File: src/rtl/wm_pkg.sv
// rtl/wm_pkg.sv - washing machine sequencer state encoding and actuator lookup
package wm_pkg;

  typedef enum logic [2:0] {
    IDLE    = 3'd0,
    PREWASH = 3'd1,
    FILL    = 3'd2,
    WASH    = 3'd3,
    RINSE   = 3'd4,
    DRAIN   = 3'd5,
    SPIN    = 3'd6,
    DONE    = 3'd7
  } wm_state_e;

  typedef struct packed {
    logic agitator;
    logic motor;
    logic pump;
    logic speed;
    logic water_fill;
  } wm_act_t;

  function automatic wm_act_t wm_outputs(input wm_state_e s);
    wm_act_t a;
    a = '0;
    case (s)
      PREWASH: begin
        a.water_fill = 1'b1;
        a.agitator   = 1'b1;
        a.motor      = 1'b1;
      end
      FILL:  a.water_fill = 1'b1;
      WASH, RINSE: begin
        a.agitator = 1'b1;
        a.motor    = 1'b1;
      end
      DRAIN: a.pump = 1'b1;
      SPIN: begin
        a.motor = 1'b1;
        a.speed = 1'b1;
        a.pump  = 1'b1;
      end
      default: a = '0;
    endcase
    return a;
  endfunction

endpackage

File: src/rtl/wm_phase_timer.sv
// rtl/wm_phase_timer.sv - loadable down-counter that holds when not enabled
module wm_phase_timer #(
  parameter int TW = 16
) (
  input  logic          clk,
  input  logic          rst,
  input  logic          load,
  input  logic [TW-1:0] load_val,
  input  logic          en,
  output logic          zero
);

  logic [TW-1:0] cnt_q;

  always_ff @(posedge clk) begin
    if (!rst) begin
      cnt_q <= '0;
    end else if (load) begin
      cnt_q <= load_val;
    end else if (en && cnt_q != '0) begin
      cnt_q <= cnt_q - TW'(1);
    end
  end

  assign zero = (cnt_q == '0);

endmodule

File: src/rtl/washing_machine_seq_ctrl.sv
// rtl/washing_machine_seq_ctrl.sv - wash program sequencer with pause, abort and rinse loops
// Optional prewash phase and prewash_req port enabled by WM_PREWASH_EN.
module washing_machine_seq_ctrl
  import wm_pkg::*;
#(
  parameter int TW            = 16,
  parameter int FILL_TICKS    = 8,
  parameter int WASH_TICKS    = 16,
  parameter int RINSE_TICKS   = 12,
  parameter int DRAIN_TICKS   = 6,
  parameter int SPIN_TICKS    = 10,
  parameter int MAX_RINSE     = 3,
  parameter int RW            = 2,
  parameter int PREWASH_TICKS = 8
) (
  input  logic          clk,
  input  logic          rst,
  input  logic          start,
  input  logic          door,
  input  logic          abort,
`ifdef WM_PREWASH_EN
  input  logic          prewash_req,
`endif
  input  logic [RW-1:0] rinse_sel,
  output logic          agitator,
  output logic          motor,
  output logic          pump,
  output logic          speed,
  output logic          water_fill,
  output logic          busy,
  output logic          paused,
  output logic          done,
  output logic [2:0]    phase
);

  localparam logic [RW-1:0] MAX_R = RW'(MAX_RINSE);

  wm_state_e     state_q, state_d;
  logic [RW-1:0] rinse_left_q, rinse_left_d;
  logic          rinse_flag_q, rinse_flag_d;
  logic          abort_q, abort_d;
  logic          pend_q, pend_d;
  logic          tmr_load, tmr_en, tmr_zero;
  logic [TW-1:0] tmr_val;
  logic          active, halt, abort_req, pre_sel;
  wm_act_t       act;

`ifdef WM_PREWASH_EN
  assign pre_sel = prewash_req;
`else
  assign pre_sel = 1'b0;
`endif

  function automatic logic [TW-1:0] ticks_m1(input wm_state_e s);
    case (s)
      PREWASH: ticks_m1 = TW'(PREWASH_TICKS - 1);
      FILL:    ticks_m1 = TW'(FILL_TICKS - 1);
      WASH:    ticks_m1 = TW'(WASH_TICKS - 1);
      RINSE:   ticks_m1 = TW'(RINSE_TICKS - 1);
      DRAIN:   ticks_m1 = TW'(DRAIN_TICKS - 1);
      SPIN:    ticks_m1 = TW'(SPIN_TICKS - 1);
      default: ticks_m1 = '0;
    endcase
  endfunction

  wm_phase_timer #(.TW(TW)) u_timer (
    .clk      (clk),
    .rst      (rst),
    .load     (tmr_load),
    .load_val (tmr_val),
    .en       (tmr_en),
    .zero     (tmr_zero)
  );

  assign active    = (state_q != IDLE) && (state_q != DONE);
  assign halt      = active && door;
  assign abort_req = active && abort && !abort_q;

  always_ff @(posedge clk) begin
    if (!rst) begin
      state_q      <= IDLE;
      rinse_left_q <= '0;
      rinse_flag_q <= 1'b0;
      abort_q      <= 1'b0;
      pend_q       <= 1'b0;
    end else begin
      state_q      <= state_d;
      rinse_left_q <= rinse_left_d;
      rinse_flag_q <= rinse_flag_d;
      abort_q      <= abort_d;
      pend_q       <= pend_d;
    end
  end

  always_comb begin
    state_d      = state_q;
    rinse_left_d = rinse_left_q;
    rinse_flag_d = rinse_flag_q;
    abort_d      = abort_q;
    pend_d       = pend_q;
    tmr_load     = 1'b0;
    tmr_val      = '0;
    tmr_en       = 1'b0;
    if (state_q == IDLE) begin
      if (start && !door) begin
        rinse_left_d = (rinse_sel > MAX_R) ? MAX_R : rinse_sel;
        rinse_flag_d = 1'b0;
        abort_d      = 1'b0;
        pend_d       = 1'b0;
        state_d      = pre_sel ? PREWASH : FILL;
      end
    end else if (state_q == DONE) begin
      state_d = IDLE;
    end else if (abort_req) begin
      abort_d      = 1'b1;
      rinse_left_d = '0;
      // An abort seen while the door is open waits for the door to close.
      if (halt) pend_d = 1'b1;
      else      state_d = DRAIN;
    end else if (halt) begin
      state_d = state_q;
    end else if (pend_q) begin
      pend_d  = 1'b0;
      state_d = DRAIN;
    end else if (tmr_zero) begin
      case (state_q)
        PREWASH: state_d = FILL;
        FILL:    state_d = rinse_flag_q ? RINSE : WASH;
        WASH:    state_d = DRAIN;
        RINSE: begin
          state_d      = DRAIN;
          rinse_left_d = rinse_left_q - RW'(1);
        end
        DRAIN: begin
          if (abort_q) begin
            state_d = IDLE;
            abort_d = 1'b0;
          end else if (rinse_left_q != '0) begin
            state_d      = FILL;
            rinse_flag_d = 1'b1;
          end else begin
            state_d = SPIN;
          end
        end
        SPIN:    state_d = DONE;
        default: state_d = IDLE;
      endcase
    end else begin
      tmr_en = 1'b1;
    end
    if (state_d != state_q || (state_q == DRAIN && abort_req && !halt)) begin
      tmr_load = 1'b1;
      tmr_val  = ticks_m1(state_d);
    end
  end

  always_comb begin
    act        = halt ? '0 : wm_outputs(state_q);
    agitator   = act.agitator;
    motor      = act.motor;
    pump       = act.pump;
    speed      = act.speed;
    water_fill = act.water_fill;
    busy       = (state_q != IDLE);
    paused     = halt;
    done       = (state_q == DONE);
    phase      = state_q;
  end

endmodule
File: config.mk
export PLATFORM = sky130hd
export DESIGN_NAME = washing_machine_seq_ctrl
export DESIGN_NICKNAME = d
export VERILOG_FILES = /design/src/rtl/wm_pkg.sv /design/src/rtl/wm_phase_timer.sv /design/src/rtl/washing_machine_seq_ctrl.sv
export SDC_FILE = /design/constraint.sdc
export NUM_CORES = 1
export LEC_CHECK = 0
export BUFFER_PORTS_ARGS = -buffer_cell sky130_fd_sc_hd__buf_2
export CAP_MARGIN = 15
export CELL_PAD_IN_SITES_DETAIL_PLACEMENT = 0
export CELL_PAD_IN_SITES_GLOBAL_PLACEMENT = 1
export CORE_MARGIN = 2
export CORE_UTILIZATION = 46
export CTS_BUF_LIST = sky130_fd_sc_hd__clkbuf_8
export CTS_CLUSTER_DIAMETER = 80
export DETAILED_ROUTE_END_ITERATION = 16
export PLACE_DENSITY_LB_ADDON = 0.1
export SYNTH_ARGS = -nofsm -noshare
export SYNTH_HDL_FRONTEND = slang
export SYNTH_SLANG_ARGS = --single-unit
File: constraint.sdc
create_clock -name clk -period 3.6 [get_ports clk]
set_input_delay 0.36 -clock clk [delete_from_list [all_inputs] [get_ports clk]]
set_output_delay 0.36 -clock clk [all_outputs]
set_load 0.03 [all_outputs]
==> out/results.ini <==
[clock_network]
cts_root_buffer=clkbuf_8
cts_hold_buffers=0
cts_tree=done
clock_sinks=24
htree_levels=1
post_cts_buffers=0
cts_made_buffers=3
cts.repair.resized=0
clock_latency_ns=0.27
clk_pin_slew_worst_paths_ns=0.09
cts_buffer_depth=2

[timing]
tns_ns=0
min_period_over_period=0.7983
rsz0062_at_grt=no
setup_viol=0
drv_slew=0
maxClockFrequency_mhz=348.0
slew_headroom=0.4922
hold-worst-slack_ns=0.3957
finalClockSkew_ns=0.005310
hold_violations=0
worst_pin_slew_ns=0.7606
finalCriticalPeriod_ns=2.874

[critical_path]
r2r-end=u_timer.cnt_q[5]
crit_arrival_ns=3.08
critPathLaunchType=flip-flop
path_cells=nor4_1, a211oi_2, nor3_1, a211o_1, a211oi_4, nand2_4, nor2_1
cp_max_fo=22
slowest_delay_ns=0.82
r2r_slack_ns=0.73
critPathRequiredTime_ns=3.81
crit_type=flip-flop to flip-flop
crit_path_top_delay_cell=dfxtp_1
cp-end-kind=flip-flop
rr_worst_depth=7
r2r-start=phase[0]

[floorplanning]
design.die.area_um2=4347
ios=18
die_y_um=65.93
core_area_um2=3661
start_util=0.4819
rows=22
die_w_um=65.93

[power]
p_int_mw=1.031
power.leakage_nw=0.7383
power_density_nw_per_um2=1108
p_sw_mw=1.090
ir_worst_vdd_mv=0.6528
clkPwrFrac=0.114
power_frac_seq=0.215
swShare=0.5137
pwr-share-comb=0.672

[detailed_routing]
ant_nets=0
wl_per_cell_um=14.50
routed_wl_um=3842
num_vias=1524
first_iter_violations=180
drc=0
vias_per_cell=5.751
first_pass_iters=4

[worst_hold_path]
min_to=rinse_flag_q
hold_start=rst
whs_path_depth=3
worstHoldPathType=input port to flip-flop

[logic_synthesis]
async_flop_share=0
avgSynthCellArea_um2=8.564
yosys_warnings=0
synthCells=206
yosysSeqAreaShare=0.2723
synth.mux.area_fraction=0.02340
ys_top_cells_by_count=dfxtp_1, nor2_1, xnor2_1
synth_most_common_cell=dfxtp_1
ys_ff_latch=24
yosysTopAreaCellShare=0.2723
synth_compound_area_frac=0.2305
syn_nets=216
synth-edff-count=0
yosys-top-cells-area=dfxtp_1, xnor2_1, nor2_4
syn_area_um2=1764
synth_top_cell_by_area=dfxtp_1
synth-xor-area-share=0.07943
synth_ff_type=dfxtp_1
yosys.area_share.simple=0.3142
synth_top_family_by_area=simple AND/OR/NAND/NOR gates
synth_adder_area_share=0.02128
ys_types=59

[final_layout]
utilization=0.5229
syn_to_final_growth_pct=8.511
drive_above_1_share=0.2212
nNetsFinal=228
antennaDiodeCount=0

[place]
dp_hpwl_um=2882
place_congestion=0.9036
numPortBuffers=17

[global_routing]
grt_start_max_net_pins=23
track_usage=0.1911
overflow=0
met1_usage=0.2342
grt_pass1_wl_um=6568
use_met3=0.02215
use_met2=0.3384
busiest_layer=met2
antenna_found_initial=0
grt_pass1_vias=1475

[outcome]
status=finished clean

[job]
maxCapViolations=0

## power groups by stage
stage          registers [mW]  clock network [mW]  logic [mW]
2_1_floorplan           0.416                   0        1.28
3_3_place_gp            0.456                   0        1.40
3_5_place_dp            0.460                   0        1.42
4_1_cts                 0.453               0.248        1.43
5_1_grt                 0.469               0.256        1.58
6_report                0.455               0.241        1.42
## worst max path at each step
stage | slack, ns | to | cells past startpoint | start
3_5_place_dp | 0.80 | u_timer.cnt_q[10] | 7 | phase[0]
4_1_cts | 0.79 | u_timer.cnt_q[5] | 7 | phase[0]
6_report | 0.73 | u_timer.cnt_q[5] | 7 | phase[0]
3_3_place_gp | 0.87 | u_timer.cnt_q[0] | 7 | u_timer.cnt_q[4]
2_1_floorplan | 0.88 | motor | 5 | phase[1]
5_1_grt | 0.59 | u_timer.cnt_q[0] | 7 | u_timer.cnt_q[4]
## metal layers
layer	vias up	share of wire
li1	772	-
met1	712	0.44
met2	32	0.50
met3	8	0.039
met4	0	0.018
met5	-	0
## flip-flops by register name, summed over array words and instances (netlist names)
register	flops
u_timer.cnt_q	16
phase	3
abort_q	1
rinse_left_q	2
rinse_flag_q	1
pend_q	1
## per-stage QoR
| step | instance area [um2] | total power, mW | instances | setup slack [ns] |
|---|---|---|---|---|
| final | 1914 | 2.121 | 265 | 0.7262 |
| after global routing | 1914 | 2.303 | 265 | 0.5873 |
| after CTS | 1914 | 2.127 | 265 | 0.7923 |
| after detailed placement | 1843 | 1.880 | 261 | 0.8025 |
| after global placement | 1843 | 1.854 | 261 | 0.8665 |
| after floorplan | 1764 | 1.694 | 206 | 0.8778 |
## cell usage in the layout, fill, tap and decap left out, drive strengths merged, types with 3 or more instances in the layout
master,count
a211oi,7
dfxtp,24
nor4,6
a22oi,3
xnor2,15
nor3,14
nand2b,3
mux2i,3
buf,17
o2bb2ai,3
nand2,10
a31oi,3
nor2,33
ha,3
inv,9
nand3,4
or3,3
clkbuf,3
a21oi,7
o21ai,8
## logic make-up after synthesis
group	Yosys count
compound gates	50
xor+xnor	16
fa+ha+maj	3
buf+inv	20
flops	24
mux	4
simple gates	89
## worst max-delay path: cells and delay by family, from the launching register on
family           cells  cell delay (ns)
flip-flops           1             0.82
AND/OR/NAND/NOR      4             0.76
AO/OA/AOI/OAI        3             1.21
## final cells by class
class / count / area [um2]
Multi-Input combinational cell: 162 / 1180
Sequential cell: 24 / 480.5
Clock buffer: 3 / 41.29
Timing Repair Buffer: 17 / 85.08
Tap cell: 48 / 60.06
Fill cell: 353 / 1747
Inverter: 10 / 37.54
Clock inverter: 1 / 30.03
Note: power is estimated with default switching activity, not from simulation.
